$ cat config.mk
export PLATFORM = sky130hd
export DESIGN_NAME = apf_keypad
export DESIGN_NICKNAME = d
export VERILOG_FILES = /design/src/rtl/apf_keypad.sv
export SDC_FILE = /design/constraint.sdc
export NUM_CORES = 1
export LEC_CHECK = 0
export CAP_MARGIN = 40
export CORE_UTILIZATION = 63
export CTS_CLUSTER_DIAMETER = 80
export DETAILED_ROUTE_END_ITERATION = 12
export GPL_ROUTABILITY_DRIVEN = 0
export HOLD_SLACK_MARGIN = 0.03
export MAX_ROUTING_LAYER = met4
export PLACE_DENSITY = 0.89
export SYNTH_ARGS = -nofsm -noshare
export SYNTH_HDL_FRONTEND = slang
export SYNTH_SLANG_ARGS = --single-unit
$ cat constraint.sdc
create_clock -name clk_sys -period 6.45 [get_ports clk_sys]
set_input_delay 0.645 -clock clk_sys [delete_from_list [all_inputs] [get_ports clk_sys]]
set_output_delay 0.645 -clock clk_sys [all_outputs]
set_load 0.02 [all_outputs]
$ cat src/rtl/apf_keypad.sv
// APF MP1000 hand-controller responder: decodes MiSTer ps2_key events into
// two handsets of keypad/joystick/fire state and answers the PIA row scan.
module apf_keypad #(
  parameter bit P2_EN = 1'b1
) (
  input  logic        clk_sys,
  input  logic        reset,
  input  logic [10:0] ps2_key,
  input  logic [3:0]  row_sel_n,
  output logic [3:0]  p1_col_n,
  output logic [3:0]  p2_col_n,
  output logic        p1_fire_n,
  output logic        p2_fire_n
);

  typedef enum logic [1:0] {TGT_NONE, TGT_P1, TGT_P2} tgt_e;

  typedef struct packed {
    tgt_e       tgt;
    logic       fire;
    logic [3:0] idx;   // row*4 + column in the handset matrix
  } dec_t;

  function automatic dec_t mk_key(tgt_e t, logic [3:0] i);
    return '{tgt: t, fire: 1'b0, idx: i};
  endfunction

  function automatic dec_t mk_fire(tgt_e t);
    return '{tgt: t, fire: 1'b1, idx: 4'd0};
  endfunction

  function automatic logic [3:0] scan(logic [15:0] keys, logic [3:0] rows_n);
    logic [3:0] hit;
    hit = '0;
    for (int r = 0; r < 4; r++)
      for (int c = 0; c < 4; c++)
        hit[c] = hit[c] | (keys[r*4+c] & ~rows_n[r]);
    return ~hit;
  endfunction

  logic        tgl_q;
  logic [15:0] p1_keys, p2_keys;
  logic        p1_fire, p2_fire;
  logic        key_event;
  dec_t        dec;

  assign key_event = ps2_key[10] != tgl_q;

  // Full 9-bit {ext, scancode} compare: P1 arrows and P2 numpad share low bytes.
  always_comb begin
    // NOTE: every always_comb output gets a default first so no latch is inferred.
    dec = '{tgt: TGT_NONE, fire: 1'b0, idx: 4'd0};
    case ({ps2_key[8], ps2_key[7:0]})
      9'h016: dec = mk_key(TGT_P1, 4'd0);
      9'h01E: dec = mk_key(TGT_P1, 4'd1);
      9'h026: dec = mk_key(TGT_P1, 4'd2);
      9'h175: dec = mk_key(TGT_P1, 4'd3);
      9'h025: dec = mk_key(TGT_P1, 4'd4);
      9'h02E: dec = mk_key(TGT_P1, 4'd5);
      9'h036: dec = mk_key(TGT_P1, 4'd6);
      9'h172: dec = mk_key(TGT_P1, 4'd7);
      9'h03D: dec = mk_key(TGT_P1, 4'd8);
      9'h03E: dec = mk_key(TGT_P1, 4'd9);
      9'h046: dec = mk_key(TGT_P1, 4'd10);
      9'h16B: dec = mk_key(TGT_P1, 4'd11);
      9'h066: dec = mk_key(TGT_P1, 4'd12);
      9'h045: dec = mk_key(TGT_P1, 4'd13);
      9'h05A: dec = mk_key(TGT_P1, 4'd14);
      9'h174: dec = mk_key(TGT_P1, 4'd15);
      9'h029: dec = mk_fire(TGT_P1);
      9'h069: dec = mk_key(TGT_P2, 4'd0);
      9'h072: dec = mk_key(TGT_P2, 4'd1);
      9'h07A: dec = mk_key(TGT_P2, 4'd2);
      9'h01D: dec = mk_key(TGT_P2, 4'd3);
      9'h06B: dec = mk_key(TGT_P2, 4'd4);
      9'h073: dec = mk_key(TGT_P2, 4'd5);
      9'h074: dec = mk_key(TGT_P2, 4'd6);
      9'h01B: dec = mk_key(TGT_P2, 4'd7);
      9'h06C: dec = mk_key(TGT_P2, 4'd8);
      9'h075: dec = mk_key(TGT_P2, 4'd9);
      9'h07D: dec = mk_key(TGT_P2, 4'd10);
      9'h01C: dec = mk_key(TGT_P2, 4'd11);
      9'h071: dec = mk_key(TGT_P2, 4'd12);
      9'h070: dec = mk_key(TGT_P2, 4'd13);
      9'h15A: dec = mk_key(TGT_P2, 4'd14);
      9'h023: dec = mk_key(TGT_P2, 4'd15);
      9'h014: dec = mk_fire(TGT_P2);
      default: ;
    endcase
    if (!P2_EN && dec.tgt == TGT_P2) dec.tgt = TGT_NONE;
  end

  always_ff @(posedge clk_sys) begin
    // NOTE: sequential state uses non-blocking assignments so every register
    // samples pre-edge values, independent of statement order.
    // Tracking the toggle level through reset keeps a pending edge from firing later.
    tgl_q <= ps2_key[10];
    if (reset) begin
      p1_keys   <= '0;
      p2_keys   <= '0;
      p1_fire   <= 1'b0;
      p2_fire   <= 1'b0;
      p1_col_n  <= 4'hF;
      p2_col_n  <= 4'hF;
      p1_fire_n <= 1'b1;
      p2_fire_n <= 1'b1;
    end else begin
      if (key_event) begin
        case (dec.tgt)
          TGT_P1: if (dec.fire) p1_fire <= ps2_key[9]; else p1_keys[dec.idx] <= ps2_key[9];
          TGT_P2: if (dec.fire) p2_fire <= ps2_key[9]; else p2_keys[dec.idx] <= ps2_key[9];
          default: ;
        endcase
      end
      // Outputs use pre-edge key state with the freshly sampled row scan.
      p1_col_n  <= scan(p1_keys, row_sel_n);
      p1_fire_n <= ~p1_fire;
      p2_col_n  <= P2_EN ? scan(p2_keys, row_sel_n) : 4'hF;
      p2_fire_n <= P2_EN ? ~p2_fire : 1'b1;
    end
  end

endmodule

==> impl_metrics.yaml <==
logic_synthesis:
  netlist.area_leader.share_pct: 29.5
  synth_edf_count: 0
  yosys-top-cells-count: "dfxtp_1 (45), nand2b_1 (37), inv_1 (35), mux2i_1 (33), nand4_1 (29)"
  synth_fp_nets: 380
  syn_area_per_cell_sq_um: 8.40
  yosysMostFrequentCell: "dfxtp_1"
  async_reset_ff_share_pct: 0
  syn_area_sq_mm: 0.00305
  ys_ff_latch: 45
  synth_cell_type_count: 58
  yosys_warnings: 0
  ys.flop_type: "dfxtp_1"
  synth.area.top_cells: "dfxtp_1 (30%), mux2i_1 (11%), nand2b_1 (7.6%)"
  synthCells: 363
  synth_largest_area_cell: "dfxtp_1"
  synth-seq-area-share_pct: 29.5
worst_hold_path:
  hold_end: "p2_fire_n"
  worstHoldStart: "p2_fire"
  holdPathStages: 1
  min_path_type: "flip-flop to flip-flop"
drt:
  post_drt_wl_per_cell_um: 17.4
  firstDrtPassIters: 5
  drc_errors: 0
  viasPerCell: 6.52
  antenna_left: 0
  routed_wl_um: 7300
  drtIter0Drc: 273
  vias: 2733
setup_path:
  reg2reg_slack_ns: 4.68
  reg2reg_to: "p1_keys[2]"
  cp.arrival_ns: 3.86
  crit_required_ns: 6.68
  critPathKind: "input pin to flip-flop"
  reg2reg_from: "tgl_q"
  reg2reg_depth: 5
  startpoint_type: "input pin"
  slowest_stage: "clkdlybuf4s50_1"
  crit_path_cell_trace: "clkdlybuf4s50_1 -> and3b_1 -> o211ai_1 -> o41ai_1 -> nor3_1 -> nand4_1 -> nor4_1 -> mux2i_1"
  critical_path_buf_inv_count: 1
  crit_family: "simple AND/OR/NAND/NOR gates"
  crit_path_max_incr_delay_ns: 0.94
  end_kind: "flip-flop"
  crit_fanout: 21
cts:
  ctsResizeCount: 0
  cts_max_path_buffers: 2
  post_cts_buffers: 0
  clockRootBuffer: "clkbuf_8"
  cts_buffers: 5
  clkTransAtPathRegs_ns: 0.08
  htree_levels: 2
  cts.sinks: 45
  cts_tree: "built"
  clk_latency_ns: 0.31
  ctsHoldBuffers: 0
floorplan:
  die_width_um: 71.6
  start_util_pct: 67.7
  die_area_sq_mm: 0.00512
  core-area_sq_mm: 0.00450
  die_h_um: 71.6
  fp-row-count: 24
  io_pins: 27
pwr:
  clkPwrFrac_pct: 37.0
  p_comb_share_pct: 13.1
  internal-power_mw: 0.418
  peakVddDrop_uv: 149
  switching_share_pct: 25.0
  power.density_mw_per_mm2: 167
  netSwitchingPower_mw: 0.139
  p_leak_nw: 1.21
  pwr-share-seq_pct: 49.9
timing:
  slew-limit-headroom_pct: 51.2
  slew_violations: 0
  setup_viol: 0
  period_needed_ns: 3.63
  worstMarginPinSlew_ns: 0.730
  rsz0062_at_grt: "false"
  fin_crit_sh_pct: 56.3
  hold_viol_final: 0
  fmax_mhz: 275
  hold_ws_ns: 0.402
  fin_setup_tns_ns: 0
  fin_worst_skew_ns: 0.00898
global_routing:
  grt_pass1_wl_um: 12100
  antenna_found_initial: 0
  grt_start_max_net_pins: 46
  grt-ovfl-total: 0
  grt_pass1_vias: 2560
  track_usage_pct: 31.0
placement:
  io_buffers: 26
  placedCellCount: 412
  dp_hpwl_um: 4930
outcome:
  outcome: "completed"
final_layout:
  drive_gt1_share_pct: 7.63
  fillers: 330
  nets: 384
  syn2layout_area_growth_pct: 9.44
  num_antenna_cells: 0
  fin_cells: 419
flow_run:
  cap_violations: 0
## worst register-to-register path, cell delays in order (launching register included)
cell and delay, ns:
dfxtp_1 0.32, xor2_1 0.20, nand2b_1 0.16, nor2_1 0.51
nand4_1 0.26, mux2i_1 0.18
## area by class of cell
type	instances	area, sq um	share of cell area, %
timing repair buffer	28	283	8.47
clock buffer	5	68.8	2.06
multi-input combinational	252	1850	55.5
sequential	45	901	27.0
tap	52	65.1	1.95
inverter	35	131	3.94
clock inverter	2	35.0	1.05
## cells in the final DEF (no fill, tap or decap), types with 2 or more instances in the layout
cell,instances
nand2_1,13
dfxtp_1,45
o21bai_1,9
inv_1,35
clkbuf_8,5
xor2_1,3
o21ai_0,5
nand3b_1,2
nor4_1,7
and4_1,2
o32a_1,2
nand3_1,11
mux2i_1,33
o31a_1,2
a31oi_1,2
clkdlybuf4s50_1,26
or2_2,3
nand4_1,29
a21oi_1,7
and3b_1,5
nor2_1,8
nor3_1,5
nand4b_1,2
nor4b_2,3
o211ai_1,3
nand2b_1,37
and4bb_2,3
nor3b_1,6
o22ai_1,17
and3_1,2
nor2b_1,7
## per-layer routing
metal / wire length (um) / GRT usage, % / vias up
met5: 0 / - / -
met2: 3300 / 48.1 / 136
met1: 3260 / 41.2 / 1269
met4: 112 / 9.80 / 0
li1: - / - / 1313
met3: 638 / 5.49 / 15
## worst max path at each step
stage                     startpoint          to  slack, ns  depth (start not counted)
after floorplan           ps2_key[3]  p2_keys[0]       3.88                          9
after global placement    ps2_key[0]  p1_keys[8]       2.75                          8
after detailed placement  ps2_key[0]  p1_keys[8]       2.65                          8
final                     ps2_key[0]  p1_keys[8]       2.82                          8
after global routing      ps2_key[2]  p1_keys[0]       2.67                          8
after CTS                 ps2_key[0]  p1_keys[8]       2.94                          8
## per-stage QoR
| stage | instance area, sq um | setup slack (ns) | power, mW | util, % |
|---|---|---|---|---|
| 2_1_floorplan | 3050 | 3.88 | 0.335 | - |
| 3_3_place_gp | 3220 | 2.75 | 0.353 | 71.4 |
| 3_5_place_dp | 3230 | 2.65 | 0.355 | 71.8 |
| 4_1_cts | 3340 | 2.94 | 0.557 | 74.1 |
| 5_1_grt | 3340 | 2.67 | 0.575 | 74.1 |
| 6_report | 3340 | 2.82 | 0.558 | 74.1 |
## cells by family after synthesis
| kind of cell | Yosys count | share of synthesized area, % |
|---|---|---|
| DFF | 45 | 29.5 |
| AOI/OAI and AO/OA | 62 | 16.0 |
| and+or+nand+nor | 154 | 33.1 |
| xor gates and xnor gates | 3 | 0.862 |
| muxes | 33 | 10.8 |
| buffers and inverters | 66 | 9.68 |
## power by group through the flow
stage / Clock (mW) / Combinational (mW) / Sequential, mW
5_1_grt: 0.219 / 0.0778 / 0.278
6_report: 0.207 / 0.0730 / 0.278
3_3_place_gp: 0 / 0.0679 / 0.285
4_1_cts: 0.208 / 0.0707 / 0.278
2_1_floorplan: 0 / 0.0498 / 0.285
3_5_place_dp: 0 / 0.0704 / 0.285
## sequential cells by signal, indices dropped and copies added, names as in the netlist
signal,flops
p2_keys,16
p1_keys,16
p2_fire_n,1
p1_fire,1
p2_fire,1
p2_col_n,4
p1_col_n,4
tgl_q,1
p1_fire_n,1
(Power assumes the default switching activity.)
